$ cat src/rtl/piso_serializer.sv
// Parallel-in, serial-out transmit stage.
// Accepts a WIDTH-bit word over valid/ready and emits it one bit per clock on sout,
// with a per-bit valid, a last-bit marker and an optional idle gap after each word.
module piso_serializer #(
    parameter int unsigned WIDTH     = 4,
    parameter bit          LSB_FIRST = 1'b1,
    parameter int unsigned GAP       = 0
) (
    input  logic             clk,
    input  logic             rst,
    input  logic [WIDTH-1:0] din,
    input  logic             din_valid,
    output logic             din_ready,
    output logic             sout,
    output logic             sout_valid,
    output logic             last,
    output logic             busy,
    output logic [7:0]       word_count
);

    localparam int unsigned    CntW    = $clog2(WIDTH);
    localparam logic [CntW-1:0] CntMax = CntW'(WIDTH - 1);
    localparam bit             NoGap   = (GAP == 0);
    // Gap counter counts down to zero, so it is loaded with one less than the gap length.
    localparam logic [3:0]     GapLoad = (GAP > 0) ? 4'(GAP - 1) : 4'd0;

    typedef enum logic [1:0] {StIdle, StShift, StGap} state_e;

    state_e           state_q, state_d;
    logic [WIDTH-1:0] shift_q, shift_d;
    logic [CntW-1:0]  cnt_q, cnt_d;
    logic [3:0]       gap_q, gap_d;
    logic             sout_q, sout_d;
    logic             valid_q, valid_d;
    logic             last_q, last_d;
    logic             busy_q, busy_d;
    logic [7:0]       wc_q, wc_d;
    logic             accept;

    function automatic logic out_bit(input logic [WIDTH-1:0] s);
        return LSB_FIRST ? s[0] : s[WIDTH-1];
    endfunction

    // Ready in IDLE, or on the final bit of a word when no gap follows (back-to-back).
    always_comb begin
        din_ready = ~rst & ((state_q == StIdle) |
                            ((state_q == StShift) & (cnt_q == '0) & NoGap));
        accept    = din_valid & din_ready;
    end

    // Next-state logic; registered outputs are derived from the next state.
    always_comb begin
        state_d = state_q;
        shift_d = shift_q;
        cnt_d   = cnt_q;
        gap_d   = gap_q;
        wc_d    = wc_q;

        unique case (state_q)
            StIdle: begin
                if (accept) begin
                    state_d = StShift;
                    shift_d = din;
                    cnt_d   = CntMax;
                end
            end
            StShift: begin
                if (cnt_q != '0) begin
                    shift_d = LSB_FIRST ? (shift_q >> 1) : (shift_q << 1);
                    cnt_d   = cnt_q - 1'b1;
                end else begin
                    wc_d = wc_q + 8'd1;
                    if (!NoGap) begin
                        state_d = StGap;
                        gap_d   = GapLoad;
                        shift_d = '0;
                    end else if (accept) begin
                        shift_d = din;
                        cnt_d   = CntMax;
                    end else begin
                        state_d = StIdle;
                        shift_d = '0;
                    end
                end
            end
            StGap: begin
                if (gap_q == 4'd0) begin
                    state_d = StIdle;
                end else begin
                    gap_d = gap_q - 4'd1;
                end
            end
            default: begin
                state_d = StIdle;
                shift_d = '0;
                cnt_d   = '0;
                gap_d   = '0;
            end
        endcase

        valid_d = (state_d == StShift);
        sout_d  = valid_d & out_bit(shift_d);
        last_d  = valid_d & (cnt_d == '0);
        busy_d  = (state_d != StIdle);
    end

    // State and output registers with synchronous reset.
    always_ff @(posedge clk) begin
        if (rst) begin
            state_q <= StIdle;
            shift_q <= '0;
            cnt_q   <= '0;
            gap_q   <= '0;
            sout_q  <= 1'b0;
            valid_q <= 1'b0;
            last_q  <= 1'b0;
            busy_q  <= 1'b0;
            wc_q    <= 8'd0;
        end else begin
            state_q <= state_d;
            shift_q <= shift_d;
            cnt_q   <= cnt_d;
            gap_q   <= gap_d;
            sout_q  <= sout_d;
            valid_q <= valid_d;
            last_q  <= last_d;
            busy_q  <= busy_d;
            wc_q    <= wc_d;
        end
    end

    assign sout       = sout_q;
    assign sout_valid = valid_q;
    assign last       = last_q;
    assign busy       = busy_q;
    assign word_count = wc_q;

endmodule

$ cat config.mk
export PLATFORM = sky130hd
export DESIGN_NAME = piso_serializer
export DESIGN_NICKNAME = d
export VERILOG_FILES = /design/src/rtl/piso_serializer.sv
export SDC_FILE = /design/constraint.sdc
export NUM_CORES = 1
export LEC_CHECK = 0
export CORE_MARGIN = 8
export CORE_UTILIZATION = 57
export CTS_BUF_LIST = sky130_fd_sc_hd__clkbuf_4 sky130_fd_sc_hd__clkbuf_8
export DETAILED_ROUTE_END_ITERATION = 8
export PLACE_DENSITY = 0.86
export SLEW_MARGIN = 15
export SYNTH_ARGS = -nofsm -noshare
export SYNTH_HDL_FRONTEND = slang
export SYNTH_SLANG_ARGS = --single-unit
export TNS_END_PERCENT = 50
$ cat constraint.sdc
create_clock -name clk -period 2.9 [get_ports clk]
set_clock_uncertainty 0.2 [all_clocks]
set_input_delay 0.29 -clock clk [delete_from_list [all_inputs] [get_ports clk]]
set_output_delay 0.29 -clock clk [all_outputs]
set_load 0.005 [all_outputs]
==> metrics.csv <==
metric;value;unit
status;finished, final reports clean;
p_int;424;µW
cp-start-kind;register;
die-area;3620;µm²
grt_pass1_wl;4110;µm
clock-sinks;24;
initial_core_util;0.586;
hold_class;reg2reg;
power.static_leakage;0.000476;µW
syn-num-nets;137;
cts_tree;built;
final-seq-area;480;µm²
dr.pass1.iters;4;
arrival;1.71;ns
worst_slew_pin_slew;0.537;ns
cts_buffers;3;
synth_edf_count;0;
grtUsageMet3;0.0387;
grt_pass1_vias;905;
cp_slowest_cell;clkdlybuf4s50_1;
grt_use_met2;0.239;
power_frac_seq;0.634;
cpPeakStageDelay;0.54;ns
final_cell_mix;dfxtp_1 (24), clkdlybuf4s50_1 (19), a21oi_1 (10);
min_period;2.20;ns
swShare;0.242;
wire_per_inst;14.2;µm
vias;975;
required;2.41;ns
synth.avg_cell_area;8.77;µm²
clock_latency;0.31;ns
drc_errors;0;
path_cells;o21a_1 -> nor3_1 -> clkdlybuf4s50_1;
crit_buf_inv;1;
drive_gt1_frac;0.0634;
rsz0062_at_grt;false;
fill_cells;156;
track_usage;0.147;
drv_cap;0;
final_common_cell;dfxtp_1;
power.density;423;nW/µm²
comb_power_share;0.117;
cp-end-kind;output pin;
async_flop_share;0;
cts_root_buffer;clkbuf_4;
critPathMaxFanout;11;
grt-busiest-layer;met2;
hold_viol;0;
p_switching;135;µW
grt_overflow_total;0;
fmax;454;MHz
antenna_found_initial;0;
detail-route-antenna-nets;0;
use_met1;0.175;
htreeDepth;1;
clkSlewWorstSetupHoldPaths;0.11;ns
postCtsSetupBuffers;0;
tns;0;ns
die_height;60.2;µm
die_w;60.2;µm
syn_area;1110;µm²
synth_cells;127;
ys_seq_area_frac;0.431;
critPathKind;reg2out;
pin_count;20;
dp_hpwl;1780;µm
coreArea;1900;µm²
cpLargestDelayFamily;buffers and inverters;
wl;2400;µm
area_delta_synth_final;18.8;%
slew_viol_final;0;
synth.distinct_cells;37;
grt_max_degree;23;
cts_buffer_depth;2;
multi_input_area;558;µm²
numPortBuffers;19;
diodes;0;
synth.ff_latch_count;24;
hold_buffers;0;
synthFlopType;dfxtp_1;
placed_area;1300;µm²
power_frac_clock;0.249;
gp_congestion;0.780;
stdcell_area;1320;µm²
final_util;0.695;
nets;154;
period_share;0.760;
final-setup-viol-count;0;
drt-initial-drc-count;25;
cts_resized;0;
num_rows;16;
vdd_drop_max;329;µV
yosysWarnings;0;
vias_per_cell;5.77;
worst_slew_margin_rel;0.638;
synthesized netlist by cell type, types with 3 or more instances:
cell       n  area [µm²]
a21oi_1   10        50.1
a31oi_1    3        18.8
clkbuf_1   6        22.5
dfxtp_1   24         480
ha_1       3        37.5
inv_1      8        30.0
nand2_1    6        22.5
nand3_1    8        40.0
nor2_1     7        26.3
o21ai_0    9        45.0
o31ai_1    4        30.0
or3_1      3        18.8
or4_1      3        22.5
routing by layer:
layer	up-vias	wire length [µm]
met3	4	96
li1	496	-
met4	0	21
met1	458	1120
met5	-	0
met2	17	1160
power by group through the flow:
stage | Clock, µW | Combinational, µW | Sequential (µW)
floorplan | 0 | 47.8 | 354
global placement | 0 | 63.0 | 361
detailed placement | 0 | 65.0 | 362
CTS | 144 | 65.6 | 354
global route | 156 | 72.4 | 357
finish | 139 | 65.2 | 355
path summary, 6_finish.rpt:
kind	slack, ns	cells after the start	end	from
worst max-delay path	0.70	3	din_ready	cnt_q[1]
worst min-delay path	0.30	2	gap_q[2]	gap_q[2]
worst min register to register	0.30	2	gap_q[2]	gap_q[2]
worst max register to register	0.79	3	word_count[7]	state_q[0]
layout make-up:
cell class / count / share of cell area
clock buffer: 3 / 0.0170
inverter: 8 / 0.0227
multi-input combinational: 87 / 0.422
tap: 27 / 0.0255
timing repair buffer: 20 / 0.149
sequential: 24 / 0.363
worst reg2reg max path, stage by stage, from the launching register on:
cell     delay [ns]
dfxtp_1        0.56
or4b_4         0.59
nor4_1         0.32
mux2_2         0.37
cells by family (layout without fill, tap and decap cells):
kind of cell,count (synthesis),count (layout),synth area share
AO/OA/AOI/OAI,35,35,0.197
XOR/XNOR,1,1,0.00787
adder cells (fa/ha/maj),3,3,0.0337
buffers and inverters,16,31,0.0674
flip-flops,24,24,0.431
multiplexers,2,2,0.0191
AND/OR/NAND/NOR,46,46,0.244
stage by stage:
step / worst slack (ns) / power, µW / instances / hold WS (ns)
CTS: 0.685 / 564 / 169 / 0.305
global placement: 0.816 / 424 / 166 / 0.277
detailed placement: 0.790 / 427 / 166 / 0.287
finish: 0.696 / 559 / 169 / 0.304
floorplan: 0.922 / 402 / 127 / 0.238
global route: 0.589 / 585 / 169 / 0.323
registers in the layout, indices dropped and copies added (netlist names):
signal      flops
word_count      8
gap_q           4
shift_q         4
cnt_q           2
state_q         2
busy            1
last            1
sout            1
sout_valid      1
(Power assumes the default switching activity.)
